==> config.mk <==
export PLATFORM = sky130hd
export DESIGN_NAME = sync_fifo_flex_flat
export DESIGN_NICKNAME = d
export VERILOG_FILES = /design/src/rtl/sync_fifo_flex_if.sv /design/src/rtl/sync_fifo_flex.sv /design/src/flat_wrapper.sv
export SDC_FILE = /design/constraint.sdc
export NUM_CORES = 1
export LEC_CHECK = 0
export BUFFER_PORTS_ARGS = -buffer_cell sky130_fd_sc_hd__buf_4
export CORE_ASPECT_RATIO = 0.5
export CORE_MARGIN = 5
export CORE_UTILIZATION = 41
export CTS_BUF_LIST = sky130_fd_sc_hd__clkbuf_16
export CTS_CLUSTER_SIZE = 25
export DETAILED_ROUTE_END_ITERATION = 6
export GPL_TIMING_DRIVEN = 0
export SETUP_SLACK_MARGIN = 0.02
export SYNTH_ARGS = -nofsm -noshare
export SYNTH_HDL_FRONTEND = slang
export SYNTH_SLANG_ARGS = --single-unit
==> constraint.sdc <==
create_clock -name clk -period 3.4 [get_ports clk]
set_clock_uncertainty 0.15 [all_clocks]
set_input_delay 0.51 -clock clk [delete_from_list [all_inputs] [get_ports clk]]
set_output_delay 0.51 -clock clk [all_outputs]
set_load 0.02 [all_outputs]
==> src/rtl/sync_fifo_flex_if.sv <==
// Handshake and status bundle for sync_fifo_flex: the master side produces and
// consumes words, the slave side is the FIFO itself.
interface sync_fifo_flex_if #(
   parameter int DATA_WIDTH = 8,
   parameter int ADDR_WIDTH = 3
);
   logic                  wr_en;
   logic [DATA_WIDTH-1:0] data_i;
   logic                  rd_en;
   logic                  clr_err;
   logic [DATA_WIDTH-1:0] data_o;
   logic                  rd_valid;
   logic                  full;
   logic                  empty;
   logic                  almost_full;
   logic                  almost_empty;
   logic [ADDR_WIDTH:0]   count;
   logic                  overflow;
   logic                  underflow;

   modport master (
      output wr_en, data_i, rd_en, clr_err,
      input  data_o, rd_valid, full, empty, almost_full, almost_empty,
             count, overflow, underflow
   );

   modport slave (
      input  wr_en, data_i, rd_en, clr_err,
      output data_o, rd_valid, full, empty, almost_full, almost_empty,
             count, overflow, underflow
   );
endinterface

==> src/rtl/sync_fifo_flex.sv <==
// Single-clock FIFO with programmable almost-full/almost-empty levels, live
// occupancy, sticky overflow/underflow flags and registered or FWFT read.
module sync_fifo_flex #(
   parameter int DATA_WIDTH = 8,
   parameter int DEPTH      = 8,
   parameter int ADDR_WIDTH = 3,
   parameter int AF_LEVEL   = 6,
   parameter int AE_LEVEL   = 2,
   parameter int FWFT       = 0
) (
   input logic              clk,
   input logic              rst_n,
   sync_fifo_flex_if.slave  bus
);
   localparam int CW = ADDR_WIDTH + 1;
   localparam logic [ADDR_WIDTH:0] DEPTH_C = CW'(DEPTH);
   localparam logic [ADDR_WIDTH:0] AF_C    = CW'(AF_LEVEL);
   localparam logic [ADDR_WIDTH:0] AE_C    = CW'(AE_LEVEL);
   localparam logic [ADDR_WIDTH:0] ONE_C   = CW'(1);

   logic [DATA_WIDTH-1:0] mem_r [DEPTH];
   logic [ADDR_WIDTH:0]   wr_ptr_r;
   logic [ADDR_WIDTH:0]   rd_ptr_r;
   logic [ADDR_WIDTH:0]   count_r;
   logic [ADDR_WIDTH:0]   count_next_s;
   logic                  full_r;
   logic                  empty_r;
   logic                  almost_full_r;
   logic                  almost_empty_r;
   logic                  overflow_r;
   logic                  underflow_r;
   logic                  wr_acc_s;
   logic                  rd_acc_s;

   // Acceptance uses the pre-edge flags, so a full FIFO never takes a write
   assign wr_acc_s = bus.wr_en && !full_r;
   assign rd_acc_s = bus.rd_en && !empty_r;

   // Next occupancy from the accepted requests
   always_comb begin
      count_next_s = count_r;
      case ({wr_acc_s, rd_acc_s})
         2'b10:   count_next_s = count_r + ONE_C;
         2'b01:   count_next_s = count_r - ONE_C;
         default: count_next_s = count_r;
      endcase
   end

   // Pointers, occupancy and status flags registered from the next count
   always_ff @(posedge clk or negedge rst_n) begin
      if (!rst_n) begin
         wr_ptr_r       <= {CW{1'b0}};
         rd_ptr_r       <= {CW{1'b0}};
         count_r        <= {CW{1'b0}};
         full_r         <= 1'b0;
         empty_r        <= 1'b1;
         almost_full_r  <= 1'b0;
         almost_empty_r <= 1'b1;
      end else begin
         if (wr_acc_s) wr_ptr_r <= wr_ptr_r + ONE_C;
         if (rd_acc_s) rd_ptr_r <= rd_ptr_r + ONE_C;
         count_r        <= count_next_s;
         full_r         <= (count_next_s == DEPTH_C);
         empty_r        <= (count_next_s == {CW{1'b0}});
         almost_full_r  <= (count_next_s >= AF_C);
         almost_empty_r <= (count_next_s <= AE_C);
      end
   end

   // Sticky error flags; a new rejected request outranks a clear
   always_ff @(posedge clk or negedge rst_n) begin
      if (!rst_n) begin
         overflow_r  <= 1'b0;
         underflow_r <= 1'b0;
      end else begin
         if (bus.wr_en && full_r)   overflow_r <= 1'b1;
         else if (bus.clr_err)      overflow_r <= 1'b0;
         if (bus.rd_en && empty_r)  underflow_r <= 1'b1;
         else if (bus.clr_err)      underflow_r <= 1'b0;
      end
   end

   // Storage write; contents are deliberately left unreset
   always_ff @(posedge clk) begin
      if (rst_n && wr_acc_s) mem_r[wr_ptr_r[ADDR_WIDTH-1:0]] <= bus.data_i;
   end

   generate
      if (FWFT == 0) begin : g_reg
         logic [DATA_WIDTH-1:0] data_r;
         logic                  rd_valid_r;

         // Registered read port: word appears the edge after acceptance
         always_ff @(posedge clk or negedge rst_n) begin
            if (!rst_n) begin
               data_r     <= {DATA_WIDTH{1'b0}};
               rd_valid_r <= 1'b0;
            end else begin
               rd_valid_r <= rd_acc_s;
               if (rd_acc_s) data_r <= mem_r[rd_ptr_r[ADDR_WIDTH-1:0]];
            end
         end

         assign bus.data_o   = data_r;
         assign bus.rd_valid = rd_valid_r;
      end else begin : g_fwft
         // Head word shown directly; forced to zero while empty so no stale data leaks
         assign bus.data_o   = empty_r ? {DATA_WIDTH{1'b0}} : mem_r[rd_ptr_r[ADDR_WIDTH-1:0]];
         assign bus.rd_valid = !empty_r;
      end
   endgenerate

   assign bus.full         = full_r;
   assign bus.empty        = empty_r;
   assign bus.almost_full  = almost_full_r;
   assign bus.almost_empty = almost_empty_r;
   assign bus.count        = count_r;
   assign bus.overflow     = overflow_r;
   assign bus.underflow    = underflow_r;
endmodule

==> src/flat_wrapper.sv <==
// flat-port wrapper written by rule: the top's interface ports become plain ports
module sync_fifo_flex_flat 
#(
   parameter int DATA_WIDTH = 8,
   parameter int DEPTH      = 8,
   parameter int ADDR_WIDTH = 3,
   parameter int AF_LEVEL   = 6,
   parameter int AE_LEVEL   = 2,
   parameter int FWFT       = 0
)
  (clk, rst_n, bus_wr_en, bus_data_i, bus_rd_en, bus_clr_err, bus_data_o, bus_rd_valid, bus_full, bus_empty, bus_almost_full, bus_almost_empty, bus_count, bus_overflow, bus_underflow);
  sync_fifo_flex_if #(.DATA_WIDTH(DATA_WIDTH), .ADDR_WIDTH(ADDR_WIDTH)) bus_i ();
  input logic clk;
  input logic rst_n;
  input wire logic [$bits(bus_i.wr_en)-1:0] bus_wr_en;
  input wire logic [$bits(bus_i.data_i)-1:0] bus_data_i;
  input wire logic [$bits(bus_i.rd_en)-1:0] bus_rd_en;
  input wire logic [$bits(bus_i.clr_err)-1:0] bus_clr_err;
  output wire logic [$bits(bus_i.data_o)-1:0] bus_data_o;
  output wire logic [$bits(bus_i.rd_valid)-1:0] bus_rd_valid;
  output wire logic [$bits(bus_i.full)-1:0] bus_full;
  output wire logic [$bits(bus_i.empty)-1:0] bus_empty;
  output wire logic [$bits(bus_i.almost_full)-1:0] bus_almost_full;
  output wire logic [$bits(bus_i.almost_empty)-1:0] bus_almost_empty;
  output wire logic [$bits(bus_i.count)-1:0] bus_count;
  output wire logic [$bits(bus_i.overflow)-1:0] bus_overflow;
  output wire logic [$bits(bus_i.underflow)-1:0] bus_underflow;
  assign bus_i.wr_en = bus_wr_en;
  assign bus_i.data_i = bus_data_i;
  assign bus_i.rd_en = bus_rd_en;
  assign bus_i.clr_err = bus_clr_err;
  assign bus_data_o = bus_i.data_o;
  assign bus_rd_valid = bus_i.rd_valid;
  assign bus_full = bus_i.full;
  assign bus_empty = bus_i.empty;
  assign bus_almost_full = bus_i.almost_full;
  assign bus_almost_empty = bus_i.almost_empty;
  assign bus_count = bus_i.count;
  assign bus_overflow = bus_i.overflow;
  assign bus_underflow = bus_i.underflow;
  sync_fifo_flex #(.DATA_WIDTH(DATA_WIDTH), .DEPTH(DEPTH), .ADDR_WIDTH(ADDR_WIDTH), .AF_LEVEL(AF_LEVEL), .AE_LEVEL(AE_LEVEL), .FWFT(FWFT)) u_core (.clk(clk), .rst_n(rst_n), .bus(bus_i));
endmodule
==> After elaboration in Yosys (flattened, before gate mapping) <==
Memories as Yosys holds them, arrays and structs flattened. A register that Yosys moved wholly into a read port is not among the register bits.
Cells that the tools add are included.
Widths: inputs -> output; s select.
{ "classes": {"n_lt_le_gt_ge": 2, "div_mod_pow": 0, "shift": 0, "n_addsub": 4, "muxes": 6, "reduce_logical": 11, "bitwise": 0, "multipliers": 0, "n_eq_ne": 3} }
{ "ops": {"columns": ["op", "n"], "rows": [
  ["$add 4x1->4 const B", 3],
  ["$pmux 4 s2", 1],
  ["$logic_and 1x1->1", 5],
  ["$mux 1", 5],
  ["$eq 4x4->1 const B", 1],
  ["$ge 4x3->1 const B", 1],
  ["$le 4x2->1 const B", 1],
  ["$logic_not 4->1", 1],
  ["$reduce_bool 2->1", 2],
  ["$sub 4x1->4 const B", 1],
  ["$logic_not 1->1", 3],
  ["$eq 2x1->1 const B", 1],
  ["$eq 2x2->1 const B", 1]
]} }
{ "word_totals": {"out_inout_bits": 19, "latchBits": 0, "input_bits": 13, "ff_bits": 19, "ram_bits": 64, "mem_count": 1, "mem_bits_ro": 0} }
{ "mem_list": {"columns": ["name", "depth", "width", "rd", "rd_clocked_by_memory_dff", "wr", "line", "rtl"], "rows": [
  ["u_core.mem_r", 8, 8, 1, 1, 1, "sync_fifo_flex.sv:21", "logic [DATA_WIDTH-1:0] mem_r [DEPTH];"]
]} }

==> Depth between registers and ports, before layout <==
{ "depth": {"depth_word": 5, "depth_mapped": 11} }

==> Least setup slack after synthesis <==
OpenSTA, ideal clock, no wires.
{ "synth_path": {"path_type": "reg2reg", "start": "register u_core.empty_r, in the netlist u_core.bus.empty", "end": "register u_core.almost_empty_r, in the netlist u_core.bus.almost_empty", "slack_ns": 0.643, "stages_incl_launch_ff": 11, "t_arrival_ns": 2.545, "period_less_slack_ns": 2.757, "required_ns": 3.188, "cell_sequence": "dfstp_2 -> nand2b_4 -> clkbuf_1 -> clkbuf_1 -> inv_1 -> ha_1 -> and4b_1 -> o21ai_1 -> a221oi_2 -> xnor2_1 -> o311a_1"} }
{ "synth_via": {"elab_chain_cells": 5} }
{ "synth_rtl": {"columns": ["element", "line", "rtl"], "rows": [
  ["start: declaration", "sync_fifo_flex.sv:27", "logic empty_r;"],
  ["start signal: assignment", "sync_fifo_flex.sv:64", "empty_r <= (count_next_s == {CW{1'b0}});"],
  ["$logic_not 1->1 *", "sync_fifo_flex.sv:37", "assign rd_acc_s = bus.rd_en && !empty_r;"],
  ["$logic_and 1x1->1 *", "sync_fifo_flex.sv:37", null],
  ["$eq 2x1->1 / $eq 2x2->1 (equally long branches)", "sync_fifo_flex.sv:42", "case ({wr_acc_s, rd_acc_s})"],
  ["$pmux 4 s2 *", "sync_fifo_flex.sv:42", null],
  ["$le 4x2->1 *", "sync_fifo_flex.sv:66", "almost_empty_r <= (count_next_s <= AE_C);"],
  ["end signal: assignment", "sync_fifo_flex.sv:66", null],
  ["end: declaration", "sync_fifo_flex.sv:29", "logic almost_empty_r;"]
]} }
Every way passes the cells marked *; elsewhere a longest branch is shown, timed or not.
A chain may end at the register's enable or synchronous reset.

==> Final worst setup path <==
{ "layout_path": {"start": "register u_core.empty_r, in the netlist u_core.bus.empty", "end": "register u_core.almost_full_r, in the netlist u_core.bus.almost_full"} }
{ "layout_via": {"elab_chain_cells": 5} }
{ "layout_rtl": {"columns": ["element", "line", "rtl"], "rows": [
  ["$logic_not 1->1 *", "sync_fifo_flex.sv:37", null],
  ["$logic_and 1x1->1 *", "sync_fifo_flex.sv:37", null],
  ["$eq 2x1->1 / $eq 2x2->1 (equally long branches)", "sync_fifo_flex.sv:42", null],
  ["$pmux 4 s2 *", "sync_fifo_flex.sv:42", null],
  ["$ge 4x3->1 *", "sync_fifo_flex.sv:65", "almost_full_r <= (count_next_s >= AF_C);"],
  ["end signal: assignment", "sync_fifo_flex.sv:65", null],
  ["end: declaration", "sync_fifo_flex.sv:28", "logic almost_full_r;"]
]} }
Marks and branches as above.

==> flow_summary.toml <==
[run_status]
outcome = "finished, final reports clean"

[final_layout]
area_growth_pct = 19.89
antenna_cells = 0
fin_area_um2 = 4269
multiInputGateArea_um2 = 960.9
final_nets = 271
drive_gt1_share_pct = 30.12
nFillCells = 730
final_common_cell = "edfxtp_1"
regArea_um2 = 2550
layout_common_cells = "64 x edfxtp_1, 33 x buf_4, 25 x nand2_1"

[routing]
ant_nets = 0
post_drt_wl_per_cell_um = 18.43
vias_per_cell = 5.173
drc = 0
drt_iter0_markers = 92
vias = 1945
wl_um = 6930
drtPass1Iterations = 4

[cts]
cts_buffer_depth = 2
cts.sinks = 89
clk_latency_ps = 340
post_cts_buffers = 0
cts_tree = "done"
path_clk_slew_ps = 60
h-tree-depth = 3
cts_buffers = 9
root_buffer = "clkbuf_16"

[synthesis]
synth_nets = 228
synthCells = 211
avgSynthCellArea_um2 = 16.88
synthesis.area_um2 = 3561
ys_seq_elements = 89
synth-seq-area-share_pct = 71.61
yosysUniqueCellTypes = 34
ys_warn_count = 0

[power_and_ir_drop]
p_leak_nw = 1.585
power.density_nw_per_um2 = 888.4
ir_drop_v = 0.0004468
total_power_mw = 3.793

[floorplanning]
die_w_um = 141.8
dieArea_um2 = 10760
ios = 32
start_util_pct = 41.46
placementRows = 24
die_h_um = 75.90
placeableCoreArea_um2 = 8588

[timing]
finalCriticalPeriod_ps = 3049
maxSlewHeadroom_pct = 36.02
setup_viol = 0
finalHoldViolations = 0
timing.fmax_mhz = 328.0
finalCritPeriodShare_pct = 89.67
tightest_slew_ps = 954.5
rsz0062_at_grt = "no"
tns_ps = 0
slew_viol_final = 0

[global_routing]
grt_use_total_pct = 13.89
grt_pass1_wl_um = 10940
grt_start_max_net_pins = 30
antenna_found_initial = 0
first_global_vias = 1964
grt-ovfl-total = 0

[placed_design]
hpwlAfterDp_um = 4498
gp_congestion = 0.7783
numPortBuffers = 31
place_area_um2 = 3960

[setup_path]
r2r_slack_ps = 350
crit_required_ps = 3450
startpoint = "u_core.bus.empty"
r2r-end = "u_core.bus.almost_full"
cp.arrival_ps = 3090
rr_startpoint = "u_core.bus.empty"
critPathCaptureType = "register"
crit_type = "reg2reg"
cp-start-kind = "register"
path_max_fanout = 10
ff2ff_path_depth = 10
crit_end = "u_core.bus.almost_full"

[flow_run]
maxCapViolations = 0

[worst_hold_path]
min_path_type = "in2reg"
holdPathStages = 2
-- metal layers --
metal | vias up | GRT usage [%] | share of wire (%)
li1 | 885 | - | -
met1 | 1000 | 17.78 | 44
met2 | 52 | 21.98 | 48
met3 | 8 | 5.220 | 6.1
met4 | 0 | 4.502 | 1.2
met5 | - | 0 | 0
-- where the power goes --
group | switching, mW | total, mW | internal [mW]
Clock | 0.391 | 0.952 | 0.561
Sequential | 0.137 | 1.52 | 1.39
Combinational | 0.729 | 1.32 | 0.588
Total | 1.26 | 3.79 | 2.54
-- synthesized netlist by cell type --
library cell  count  area, um2
nand3_1           1      5.000
a21boi_2          1      11.26
o21ai_0          11      55.05
inv_2             1      3.750
o21ai_1           1      5.000
o311a_1           1      10.01
o22ai_1           1      6.260
buf_2             1      5.000
nand2_1          25      93.84
dfrtp_1          23      575.6
a221oi_2          1      15.01
a21oi_1           1      5.000
o31ai_1           1      7.510
and4b_1           1      10.01
nor2_1            5      18.77
a31oi_2           1      12.51
o211a_1           1      10.01
nor3b_1           2      15.01
and2_1            1      6.260
buf_4             2      15.01
or2b_1            1      7.510
ha_1              4      50.05
nand2b_1          1      6.260
nor2b_1           3      18.77
mux2i_1           9      90.09
buf_6             1      11.26
clkbuf_1          4      15.01
edfxtp_1         64       1922
mux4_2           16      360.4
nor3_1            9      45.04
xnor2_1           6      52.55
nand2b_4          1      13.76
dfstp_2           2      52.55
inv_1             8      30.03
-- final cells by class --
| class | instances | share of cell area (%) |
|---|---|---|
| flip-flops and latches | 89 | 59.73 |
| multi-input cells | 105 | 22.51 |
| repair buffers | 32 | 5.686 |
| clock buffers | 9 | 5.276 |
| well taps | 117 | 3.429 |
| clock inverters | 7 | 1.465 |
| plain buffers | 8 | 1.114 |
| inverters | 9 | 0.7913 |
-- logic make-up (layout without fill, tap and decap cells) --
family | count (synthesis) | in the layout | synth area share [%]
xor gates and xnor gates | 6 | 6 | 1.476
adders and majority gates | 4 | 4 | 1.406
DFF | 89 | 89 | 71.61
AOI/OAI and AO/OA | 20 | 20 | 3.865
buffers and inverters | 17 | 65 | 2.248
muxes | 25 | 25 | 12.65
and+or+nand+nor | 50 | 50 | 6.746
-- critical path, stage by stage (launching register included) --
cell and delay (ps):
dfstp_2 540, nand2b_4 140, clkbuf_1 400, clkbuf_2 340
inv_1 70, ha_1 230, and4b_1 280, o21ai_1 90
a221oi_2 300, xnor2_1 220, o21ai_0 150
-- stage by stage --
step	hold WS, ps	setup WS [ps]	utilization, %	instances
after floorplan	64.41	643.4	-	211
after global placement	292.0	158.2	45.88	359
after detailed placement	303.4	127.7	46.11	359
after CTS	224.9	153.9	49.58	376
after global routing	223.0	86.38	49.71	376
final	228.6	351.3	49.71	376
-- sequential cells by signal, indices dropped and copies added (netlist names), 3 cells and up --
signal and flops:
u_core.mem_r 64, u_core.bus.data_o 8, u_core.bus.count 4, u_core.rd_ptr_r 3
u_core.wr_ptr_r 3
-- how the worst min path moves through the flow --
| stage | endpoint | from |
|---|---|---|
| 6_report | u_core.bus.overflow | bus_clr_err |
| 5_1_grt | u_core.bus.overflow | bus_clr_err |
| 4_1_cts | u_core.bus.underflow | bus_clr_err |
| 3_5_place_dp | u_core.bus.count[2] | rst_n |
| 3_3_place_gp | u_core.bus.almost_full | rst_n |
| 2_1_floorplan | u_core.bus.almost_full | rst_n |
-- timing repair --
action                                  CTS  global route
gates resized for setup                   0             2
hold buffers                              1             0
endpoints found under the setup margin    0             5
hold endpoints to repair                 23             0
(Power assumes the default switching activity.)
